<file path="src/rtl/urcpu_alu_pkg.sv">
// Shared definitions for the two-requester ALU arbiter: default width,
// opcode encodings, FSM state encoding and the response flag bundle.
package urcpu_alu_pkg;

  localparam int ALU_WIDTH = 20;
  // Shift count register width; b[4:0] can never ask for more than 31.
  localparam int CNT_W     = 5;

  typedef enum logic [2:0] {
    OP_AND = 3'd0,
    OP_OR  = 3'd1,
    OP_XOR = 3'd2,
    OP_ADD = 3'd3,
    OP_SUB = 3'd4,
    OP_SHL = 3'd5
  } alu_op_e;

  typedef enum logic [1:0] {
    S_IDLE  = 2'd0,
    S_EXEC  = 2'd1,
    S_SHIFT = 2'd2,
    S_RESP  = 2'd3
  } arb_state_e;

  typedef struct packed {
    logic zero;
    logic carry;
    logic err;
  } rsp_flags_t;

endpackage

</file>
<file path="src/rtl/alu_arbiter_if.sv">
// Request/response bundle between two requesters, one consumer and the
// arbiter. slave = arbiter side, master = requester/consumer side.
interface alu_arbiter_if
  import urcpu_alu_pkg::*;
#(
  parameter int WIDTH = ALU_WIDTH
);
  logic             req0_valid;
  logic             req0_ready;
  logic [2:0]       req0_op;
  logic [WIDTH-1:0] req0_a;
  logic [WIDTH-1:0] req0_b;

  logic             req1_valid;
  logic             req1_ready;
  logic [2:0]       req1_op;
  logic [WIDTH-1:0] req1_a;
  logic [WIDTH-1:0] req1_b;

  logic             rsp_valid;
  logic             rsp_ready;
  logic             rsp_id;
  logic [WIDTH-1:0] rsp_data;
  logic             rsp_zero;
  logic             rsp_carry;
  logic             rsp_err;

  modport slave (
    input  req0_valid, req0_op, req0_a, req0_b,
    output req0_ready,
    input  req1_valid, req1_op, req1_a, req1_b,
    output req1_ready,
    output rsp_valid, rsp_id, rsp_data, rsp_zero, rsp_carry, rsp_err,
    input  rsp_ready
  );

  modport master (
    output req0_valid, req0_op, req0_a, req0_b,
    input  req0_ready,
    output req1_valid, req1_op, req1_a, req1_b,
    input  req1_ready,
    input  rsp_valid, rsp_id, rsp_data, rsp_zero, rsp_carry, rsp_err,
    output rsp_ready
  );

endinterface

</file>
<file path="src/rtl/rr_arb2.sv">
// Two-way round-robin grant: a lone valid wins, on conflict the requester
// that did not win last time gets the grant. Purely combinational.
module rr_arb2 (
  input  logic       valid0_i,
  input  logic       valid1_i,
  input  logic       last_grant_i,
  output logic [1:0] grant_o
);

  // One-hot grant from the valids and the previous winner
  always_comb begin
    grant_o = {valid1_i, valid0_i};
    if (valid0_i && valid1_i) begin
      grant_o = last_grant_i ? 2'b01 : 2'b10;
    end
  end

endmodule

</file>
<file path="src/rtl/alu_arbiter.sv">
// Two-requester ALU arbiter. One operation in flight at a time:
// IDLE (grant/accept) -> EXEC (evaluate) -> [SHIFT x n] -> RESP (hold).
// SHL is sequenced one bit per cycle through the same adder used by ADD/SUB.
module alu_arbiter
  import urcpu_alu_pkg::*;
#(
  parameter int WIDTH = ALU_WIDTH
) (
  input logic          clk,
  input logic          rst,
  alu_arbiter_if.slave bus
);

  localparam logic [CNT_W-1:0] CNT_MAX = (WIDTH > 31) ? 5'd31 : CNT_W'(WIDTH);

  arb_state_e state_q, state_d;

  logic [1:0]            req_vld, grant, req_rdy;
  logic [1:0][2:0]       req_op;
  logic [1:0][WIDTH-1:0] req_a, req_b;
  logic                  hs, hs_id;

  logic [2:0]       op_q, op_d;
  logic [WIDTH-1:0] a_q, a_d, b_q, b_d;
  logic [WIDTH-1:0] acc_q, acc_d;
  logic             id_q, id_d;
  logic             last_grant_q, last_grant_d;
  logic [CNT_W-1:0] cnt_q, cnt_d;
  rsp_flags_t       flags_q, flags_d;

  logic [WIDTH-1:0] add_x, add_y;
  logic             add_cin;
  logic [WIDTH:0]   add_sum;
  logic [WIDTH-1:0] alu_res;
  rsp_flags_t       alu_flags;
  logic [CNT_W-1:0] shl_cnt;

  assign req_vld = {bus.req1_valid, bus.req0_valid};
  assign req_op  = {bus.req1_op, bus.req0_op};
  assign req_a   = {bus.req1_a, bus.req0_a};
  assign req_b   = {bus.req1_b, bus.req0_b};

  rr_arb2 u_rr (
    .valid0_i     (req_vld[0]),
    .valid1_i     (req_vld[1]),
    .last_grant_i (last_grant_q),
    .grant_o      (grant)
  );

  // Readys only offered from IDLE and never while reset is asserted
  assign req_rdy        = (state_q == S_IDLE && !rst) ? grant : 2'b00;
  assign bus.req0_ready = req_rdy[0];
  assign bus.req1_ready = req_rdy[1];
  assign hs             = |(req_vld & req_rdy);
  assign hs_id          = req_rdy[1];

  // Shared adder: operands for ADD/OR-path, inverted b for SUB, acc+acc for SHIFT
  always_comb begin
    add_x   = a_q;
    add_y   = b_q;
    add_cin = 1'b0;
    if (state_q == S_SHIFT) begin
      add_x = acc_q;
      add_y = acc_q;
    end else if (op_q == OP_SUB) begin
      add_y   = ~b_q;
      add_cin = 1'b1;
    end
  end

  assign add_sum = {1'b0, add_x} + {1'b0, add_y} + {{WIDTH{1'b0}}, add_cin};

  // Single-cycle result for EXEC; SHL yields a here and is finished in SHIFT
  always_comb begin
    alu_res   = '0;
    alu_flags = '0;
    case (op_q)
      OP_AND: alu_res = a_q & b_q;
      OP_OR:  alu_res = a_q | b_q;
      OP_XOR: alu_res = a_q ^ b_q;
      OP_ADD: begin
        alu_res         = add_sum[WIDTH-1:0];
        alu_flags.carry = add_sum[WIDTH];
      end
      OP_SUB: begin
        // a + ~b + 1 carries out exactly when no borrow is needed
        alu_res         = add_sum[WIDTH-1:0];
        alu_flags.carry = ~add_sum[WIDTH];
      end
      OP_SHL:  alu_res = a_q;
      default: alu_flags.err = 1'b1;
    endcase
    alu_flags.zero = (alu_res == '0);
  end

  // Shifting beyond the word clears it, so the count saturates at WIDTH
  assign shl_cnt = (b_q[4:0] > CNT_MAX) ? CNT_MAX : b_q[4:0];

  // Next-state logic
  always_comb begin
    state_d = state_q;
    case (state_q)
      S_IDLE:  if (hs) state_d = S_EXEC;
      S_EXEC:  state_d = (op_q == OP_SHL && shl_cnt != '0) ? S_SHIFT : S_RESP;
      S_SHIFT: if (cnt_q == CNT_W'(1)) state_d = S_RESP;
      S_RESP:  if (bus.rsp_ready) state_d = S_IDLE;
      default: state_d = S_IDLE;
    endcase
  end

  // Datapath next-state: capture on handshake, evaluate in EXEC, step in SHIFT
  always_comb begin
    op_d         = op_q;
    a_d          = a_q;
    b_d          = b_q;
    id_d         = id_q;
    last_grant_d = last_grant_q;
    acc_d        = acc_q;
    cnt_d        = cnt_q;
    flags_d      = flags_q;
    case (state_q)
      S_IDLE: begin
        if (hs) begin
          op_d         = req_op[hs_id];
          a_d          = req_a[hs_id];
          b_d          = req_b[hs_id];
          id_d         = hs_id;
          last_grant_d = hs_id;
        end
      end
      S_EXEC: begin
        acc_d   = alu_res;
        flags_d = alu_flags;
        if (op_q == OP_SHL) cnt_d = shl_cnt;
      end
      S_SHIFT: begin
        acc_d         = add_sum[WIDTH-1:0];
        flags_d.carry = acc_q[WIDTH-1];
        flags_d.zero  = (add_sum[WIDTH-1:0] == '0);
        cnt_d         = cnt_q - CNT_W'(1);
      end
      default: ;
    endcase
  end

  // FSM state register
  always_ff @(posedge clk) begin
    if (rst) state_q <= S_IDLE;
    else     state_q <= state_d;
  end

  // Datapath registers; reset leaves requester 0 winning the first conflict
  always_ff @(posedge clk) begin
    if (rst) begin
      op_q         <= '0;
      a_q          <= '0;
      b_q          <= '0;
      id_q         <= 1'b0;
      last_grant_q <= 1'b1;
      acc_q        <= '0;
      cnt_q        <= '0;
      flags_q      <= '{zero: 1'b1, carry: 1'b0, err: 1'b0};
    end else begin
      op_q         <= op_d;
      a_q          <= a_d;
      b_q          <= b_d;
      id_q         <= id_d;
      last_grant_q <= last_grant_d;
      acc_q        <= acc_d;
      cnt_q        <= cnt_d;
      flags_q      <= flags_d;
    end
  end

  assign bus.rsp_valid = (state_q == S_RESP);
  assign bus.rsp_id    = id_q;
  assign bus.rsp_data  = acc_q;
  assign bus.rsp_zero  = flags_q.zero;
  assign bus.rsp_carry = flags_q.carry;
  assign bus.rsp_err   = flags_q.err;

endmodule

</file>
<file path="src/flat_wrapper.sv">
// flat-port wrapper written by rule: the top's interface ports become plain ports
module alu_arbiter_flat import urcpu_alu_pkg::*;
#(
  parameter int WIDTH = ALU_WIDTH
)
  (clk, rst, bus_req0_valid, bus_req0_op, bus_req0_a, bus_req0_b, bus_req0_ready, bus_req1_valid, bus_req1_op, bus_req1_a, bus_req1_b, bus_req1_ready, bus_rsp_valid, bus_rsp_id, bus_rsp_data, bus_rsp_zero, bus_rsp_carry, bus_rsp_err, bus_rsp_ready);
  alu_arbiter_if #(.WIDTH(WIDTH)) bus_i ();
  input logic clk;
  input logic rst;
  input wire logic [$bits(bus_i.req0_valid)-1:0] bus_req0_valid;
  input wire logic [$bits(bus_i.req0_op)-1:0] bus_req0_op;
  input wire logic [$bits(bus_i.req0_a)-1:0] bus_req0_a;
  input wire logic [$bits(bus_i.req0_b)-1:0] bus_req0_b;
  output wire logic [$bits(bus_i.req0_ready)-1:0] bus_req0_ready;
  input wire logic [$bits(bus_i.req1_valid)-1:0] bus_req1_valid;
  input wire logic [$bits(bus_i.req1_op)-1:0] bus_req1_op;
  input wire logic [$bits(bus_i.req1_a)-1:0] bus_req1_a;
  input wire logic [$bits(bus_i.req1_b)-1:0] bus_req1_b;
  output wire logic [$bits(bus_i.req1_ready)-1:0] bus_req1_ready;
  output wire logic [$bits(bus_i.rsp_valid)-1:0] bus_rsp_valid;
  output wire logic [$bits(bus_i.rsp_id)-1:0] bus_rsp_id;
  output wire logic [$bits(bus_i.rsp_data)-1:0] bus_rsp_data;
  output wire logic [$bits(bus_i.rsp_zero)-1:0] bus_rsp_zero;
  output wire logic [$bits(bus_i.rsp_carry)-1:0] bus_rsp_carry;
  output wire logic [$bits(bus_i.rsp_err)-1:0] bus_rsp_err;
  input wire logic [$bits(bus_i.rsp_ready)-1:0] bus_rsp_ready;
  assign bus_i.req0_valid = bus_req0_valid;
  assign bus_i.req0_op = bus_req0_op;
  assign bus_i.req0_a = bus_req0_a;
  assign bus_i.req0_b = bus_req0_b;
  assign bus_req0_ready = bus_i.req0_ready;
  assign bus_i.req1_valid = bus_req1_valid;
  assign bus_i.req1_op = bus_req1_op;
  assign bus_i.req1_a = bus_req1_a;
  assign bus_i.req1_b = bus_req1_b;
  assign bus_req1_ready = bus_i.req1_ready;
  assign bus_rsp_valid = bus_i.rsp_valid;
  assign bus_rsp_id = bus_i.rsp_id;
  assign bus_rsp_data = bus_i.rsp_data;
  assign bus_rsp_zero = bus_i.rsp_zero;
  assign bus_rsp_carry = bus_i.rsp_carry;
  assign bus_rsp_err = bus_i.rsp_err;
  assign bus_i.rsp_ready = bus_rsp_ready;
  alu_arbiter #(.WIDTH(WIDTH)) u_core (.clk(clk), .rst(rst), .bus(bus_i));
endmodule
</file>
<file path="config.mk">
export PLATFORM = sky130hd
export DESIGN_NAME = alu_arbiter_flat
export DESIGN_NICKNAME = d
export VERILOG_FILES = /design/src/rtl/urcpu_alu_pkg.sv /design/src/rtl/alu_arbiter_if.sv /design/src/rtl/rr_arb2.sv /design/src/rtl/alu_arbiter.sv /design/src/flat_wrapper.sv
export SDC_FILE = /design/constraint.sdc
export NUM_CORES = 1
export LEC_CHECK = 0
export CAP_MARGIN = 20
export CORE_ASPECT_RATIO = 0.6
export CORE_MARGIN = 1.5
export CORE_UTILIZATION = 59
export DETAILED_ROUTE_END_ITERATION = 8
export PLACE_DENSITY_LB_ADDON = 0.1
export SYNTH_ARGS = -nofsm -noshare
export SYNTH_HDL_FRONTEND = slang
export SYNTH_SLANG_ARGS = --single-unit
</file>
<file path="constraint.sdc">
create_clock -name clk -period 10.38 [get_ports clk]
set_clock_uncertainty 0.15 [all_clocks]
set_input_delay 2.076 -clock clk [delete_from_list [all_inputs] [get_ports clk]]
set_output_delay 2.076 -clock clk [all_outputs]
set_load 0.05 [all_outputs]
</file>
==> results of run 1 <==
[how the worst max path moves through the flow]
stage / from / to / cells after the start
global route: rst / bus_req1_ready / 7
global placement: rst / bus_req1_ready / 7
detailed placement: rst / bus_req1_ready / 7
floorplan: rst / bus_req1_ready / 5
finish: rst / bus_req1_ready / 7
CTS: rst / bus_req1_ready / 7
[per-stage QoR]
stage	setup slack, ps	hold slack (ps)	instance area (sq um)	total power, mW	util (%)
final	3540	319	8170	2.24	75.6
after detailed placement	3560	310	7900	1.88	73.0
after CTS	3540	319	8170	2.19	75.6
after floorplan	4630	344	6720	1.49	-
after global placement	3650	302	7900	1.83	73.0
after global routing	3410	336	8170	2.37	75.6
[registers in the layout, indices dropped and copies added, names as in the netlist]
| name | cells |
|---|---|
| u_core.a_q | 20 |
| u_core.b_q | 20 |
| u_core.bus.rsp_data | 20 |
| u_core.cnt_q | 5 |
| u_core.op_q | 3 |
| u_core.state_q | 2 |
| u_core.bus.rsp_carry | 1 |
| u_core.bus.rsp_err | 1 |
| u_core.bus.rsp_id | 1 |
| u_core.bus.rsp_zero | 1 |
| u_core.last_grant_q | 1 |
[final cells by class]
| type | count | share of cell area (%) |
|---|---|---|
| clock buffer | 9 | 2.76 |
| clock inverter | 6 | 0.612 |
| inverter | 56 | 2.57 |
| multi-input combinational | 686 | 58.6 |
| sequential | 75 | 18.4 |
| tap | 139 | 2.13 |
| timing repair buffer | 125 | 15.0 |
[worst max-delay path: stages]
cell             delay, ps
buf_2                   90
buf_4                  350
nor2_1                 290
nand2_1                130
a21oi_4                110
buf_4                  550
clkdlybuf4s50_1        950
[kinds of logic after synthesis]
family                   after synthesis
AO/OA/AOI/OAI                        259
XOR/XNOR                              34
adder cells (fa/ha/maj)               68
buffers and inverters                115
flip-flops                            75
multiplexers                          69
AND/OR/NAND/NOR                      256
[power by group]
part           switching (mW)  internal (mW)
clock network           0.139          0.163
registers               0.106          0.365
logic                   0.922          0.544
total                    1.17           1.07
[cell usage after synthesis, types with 4 or more instances]
cell type  count  share of area [%]
nor2_1       109                6.1
dfxtp_1       75                 22
nand2_1       67                3.7
ha_1          66                 12
a211oi_1      65                7.3
mux2i_1       65                9.7
inv_1         56                3.1
o21ai_0       54                4.0
a21oi_1       51                3.8
clkbuf_1      47                2.6
xnor2_1       33                4.3
nor3_1        17                1.3
nor2b_1       13                1.2
nand3_1       12               0.89
o22ai_1       11                1.0
nand2b_1      10               0.93
buf_1          7               0.39
o211ai_1       7               0.78
o21bai_1       6               0.67
a22oi_1        5               0.56
nand4_1        5               0.47
o21ai_1        5               0.37
o31ai_1        5               0.56
a21o_1         4               0.45
a31oi_1        4               0.37
mux2_2         4               0.67
[metal layers]
layer / routed length [um] / share of wire (%) / vias to the layer above / track usage (%)
li1: - / - / 3309 / -
met1: 9580 / 44 / 3233 / 51.4
met2: 8900 / 41 / 473 / 53.7
met3: 3110 / 14 / 40 / 12.1
met4: 284 / 1.3 / 0 / 8.14
met5: 0 / 0 / - / 0
==> flow_summary.ini, run 1 <==
[clocking]
cts_setup_buffers = 0
numCtsBuffers = 9
cts_num_sinks = 75
holdBufCountCts = 0
cts_resized = 0
max-clock-path-buffers = 2
clockRootBuffer = clkbuf_16
cts.clk_slew.worst_paths_ps = 60
htreeDepth = 3
clock_latency_ps = 350
cts_tree = yes

[floorplan]
rows = 29
fp.dieW_um = 141
initial_core_util_pct = 62.1
io_pins = 118
coreArea_sq_um = 10800
die_h_um = 85.6
dieArea_sq_um = 12100

[finish]
finalNetCount = 1112
multi_input_area_sq_um = 4790
fill_cells = 769
drive_gt1_share_pct = 4.91
layout_common_cells = clkdlybuf4s50_1, nor2_1, dfxtp_1, nand2_1
final_cells = 1096
area_growth_pct = 21.7
regArea_sq_um = 1500
final_common_cell = clkdlybuf4s50_1
diodes = 0

[worst_setup_path]
cp.arrival_ps = 4620
ff2ff_setup_slack_ps = 4800
reg2reg_from = u_core.op_q[2]$_SDFFE_PP0P_
rr_worst_depth = 15
path_class = in -> out
required_ps = 8150
r2r-end = u_core.bus.rsp_zero$_SDFFE_PP1P_
worstSetupEndpointType = output pin
cp-start-kind = input pin
cp_max_fo = 76

[placement]
placed_cells = 1081
dp_hpwl_mm = 16.5
portBuffers = 117
routabilityCongestion = 0.916

[yosys]
syn-cell-area_sq_um = 6720
async_flop_share_pct = 0
synth.avg_cell_area_sq_um = 7.67
synth-compound-area-share_pct = 25.9
muxShareOfSynthArea_pct = 10.4
synth_nets = 1035
synthAdderAreaFrac_pct = 12.9
synth-simple-area-share_pct = 17.4
postSynthCellCount = 876
synth_top_family_by_area = compound AO/OA/AOI/OAI gates
synth-xor-area-share_pct = 4.43
ys_ff_latch = 75
synth_cell_types = 65
yosys_warnings = 0
synth_ff_type = dfxtp_1
synth_edf_count = 0
ys_seq_area_share_pct = 22.4

[global_routing]
antenna_found_initial = 0
grt_usage_pct = 36.4
grt_pass1_wl_mm = 33.5
grt_max_degree = 90
grt_pass1_vias = 6319
grt_overflow = 0

[timing]
hold_viol_final = 0
fin_crit_sh_pct = 65.9
max_slew_margin_pct = 32.8
max_freq_mhz = 146
setup_viol = 0
finalMaxSlewViolations = 0
setup_tns_ps = 0
layout_min_cycle_time_ps = 6840
rsz0062_at_grt = false
worst_pin_slew_ps = 1010

[power]
power.density_nw_per_um2 = 274
p_leak_nw = 3.03
vdd_drop_max_v = 0.000115

[detailed_routing]
vias_per_cell = 6.44
drtIter0Drc = 796
via_count = 7055
routed_wl_mm = 21.9
postRouteAntennaNets = 0
drt_pass1_iterations = 8
drc = 0
wl_per_cell_um = 20.0

[min_path]
hold_path_end = u_core.bus.rsp_carry$_SDFFE_PP0P_
hold_start = u_core.bus.rsp_carry$_SDFFE_PP0P_
whs_path_depth = 2
hold_path_class = reg -> reg

[run_status]
outcome = finished clean

[job]
maxCapViolCount = 0
(Power assumes the default switching activity.)
==> run 2, diff against run 1 <==
Settings changed: CORE_UTILIZATION 59 to 49.
Clock period 10.38 ns to 5.5 ns, I/O delays scaled along.
==> flow_summary.ini, run 2 (synthesis results as in run 1) <==
[timing]
hold_viol_final = 0
finalMaxSlewViolations = 0
setup_viol = 0
setup_tns_ps = 0
finalWorstSetupSlack_ps = 646
rsz0062_at_grt = false
whs_ps = 320
worst_pin_slew_ps = 916
layout_min_cycle_time_ps = 4850
max_freq_mhz = 206
fin_crit_sh_pct = 88.3
max_slew_margin_pct = 38.9

[detailed_routing]
drt_pass1_iterations = 5
wl_per_cell_um = 20.2
routed_wl_mm = 22.8
via_count = 6967
vias_per_cell = 6.15
drc = 0
postRouteAntennaNets = 0
drtIter0Drc = 665

[clocking]
cts_setup_buffers = 0
clockRootBuffer = clkbuf_16
clock_latency_ps = 350
numCtsBuffers = 9
cts.clk_slew.worst_paths_ps = 70
cts_num_sinks = 75
holdBufCountCts = 0
cts_tree = yes
max-clock-path-buffers = 2
htreeDepth = 3
cts_resized = 0

[finish]
regArea_sq_um = 1500
finalNetCount = 1116
fill_cells = 1126
multi_input_area_sq_um = 4790
final_common_cell = clkdlybuf4s50_1
layout_common_cells = clkdlybuf4s50_1, nor2_1, dfxtp_1, nand2_1
drive_gt1_share_pct = 5.41
area_growth_pct = 23.7

[worst_setup_path]
rr_worst_depth = 14
cp-endpoint = u_core.bus.rsp_zero$_SDFFE_PP1P_
cp.arrival_ps = 4980
startpoint = u_core.op_q[1]$_SDFFE_PP0P_
slowest_stage = dfxtp_1
crit_family = simple AND/OR/NAND/NOR gates
required_ps = 5630
worstPathCellList = nor2b_1, nand2_1, nor2_1, fa_1, fa_1, and4b_1, a2111o_1, nor4_2, nand4_1, a2111oi_2, nand4_1, nor4_2, a22oi_1, o21ai_1
cp_num_buf_inv = 0
worstSetupEndpointType = flip-flop
cp.depth = 14
cp-start-kind = flip-flop
cp_max_fo = 20
ff2ff_setup_slack_ps = 650
r2r-end = u_core.bus.rsp_zero$_SDFFE_PP1P_
cpPeakStageDelay_ps = 920
path_class = reg -> reg
reg2reg_from = u_core.op_q[1]$_SDFFE_PP0P_

[floorplan]
io_pins = 118
coreArea_sq_um = 13100
initial_core_util_pct = 51.3
die_h_um = 93.7
dieArea_sq_um = 14400
rows = 32
fp.dieW_um = 154

[global_routing]
grt_overflow = 0
grt_pass1_wl_mm = 35.3
antenna_found_initial = 1
grt_max_degree = 87
grt_pass1_vias = 6303
grt_usage_pct = 32.4

[power]
seqPwrFrac_pct = 20.6
swShare_pct = 50.9
power.internal_mw = 2.15
power.density_nw_per_um2 = 527
clkPwrFrac_pct = 15.6
p_switching_mw = 2.23
vdd_drop_max_v = 0.000189
p_leak_nw = 3.08
share_comb_of_total_power_pct = 63.8

[placement]
dp_hpwl_mm = 17.5
portBuffers = 117
routabilityCongestion = 1.00
pre_cts_slack_ps = 763

[run_status]
outcome = finished clean

[min_path]
hold_path_class = reg -> reg

[job]
maxCapViolCount = 0
-- run 2: worst min path at each step --
stage	slack (ps)	startpoint	end	cells after the start
global placement	300	u_core.bus.rsp_carry$_SDFFE_PP0P_	u_core.bus.rsp_carry$_SDFFE_PP0P_	2
global route	340	u_core.bus.rsp_carry$_SDFFE_PP0P_	u_core.bus.rsp_carry$_SDFFE_PP0P_	2
detailed placement	310	u_core.bus.rsp_id$_SDFFE_PP0P_	u_core.bus.rsp_id$_SDFFE_PP0P_	2
finish	320	u_core.bus.rsp_carry$_SDFFE_PP0P_	u_core.bus.rsp_carry$_SDFFE_PP0P_	2
floorplan	340	u_core.a_q[10]$_SDFFE_PP0P_	u_core.a_q[10]$_SDFFE_PP0P_	2
CTS	320	u_core.bus.rsp_id$_SDFFE_PP0P_	u_core.bus.rsp_id$_SDFFE_PP0P_	2
-- run 2: power by group through the flow --
stage               clock network [mW]  logic [mW]  registers [mW]
finish                           0.681        2.80           0.902
global route                     0.701        3.03           0.916
CTS                              0.684        2.73           0.892
detailed placement                   0        2.71           0.903
global placement                     0        2.67           0.893
floorplan                            0        1.83           0.981
-- run 2: layout make-up --
type / instances / share of cell area [%]
inverter: 56 / 2.53
sequential: 75 / 18.1
antenna: 1 / 0.0301
multi-input combinational: 686 / 57.6
tap: 170 / 2.56
clock inverter: 5 / 1.01
timing repair buffer: 129 / 15.1
clock buffer: 11 / 3.04
-- run 2: tightest hold or removal path: cells and delay by family, from the launching register on --
kind,cells,cell delay (ps)
AO/OA/AOI/OAI,1,50
flip-flops,1,310
AND/OR/NAND/NOR,1,60
-- run 2: through the flow --
| stage | instances | power (mW) | cell area [sq um] | util [%] |
|---|---|---|---|---|
| 2_1_floorplan | 876 | 2.81 | 6720 | - |
| 3_3_place_gp | 1116 | 3.57 | 7970 | 60.8 |
| 3_5_place_dp | 1116 | 3.61 | 7970 | 60.8 |
| 4_1_cts | 1132 | 4.30 | 8300 | 63.4 |
| 5_1_grt | 1132 | 4.64 | 8300 | 63.4 |
| 6_report | 1133 | 4.38 | 8310 | 63.4 |
-- run 2: layer usage --
metal / up-vias / global-route usage (%) / part of all wire [%]
met1: 3235 / 48.6 / 48
li1: 3316 / - / -
met3: 32 / 9.69 / 13
met5: - / 0 / 0
met4: 0 / 6.23 / 0.97
met2: 384 / 44.8 / 38
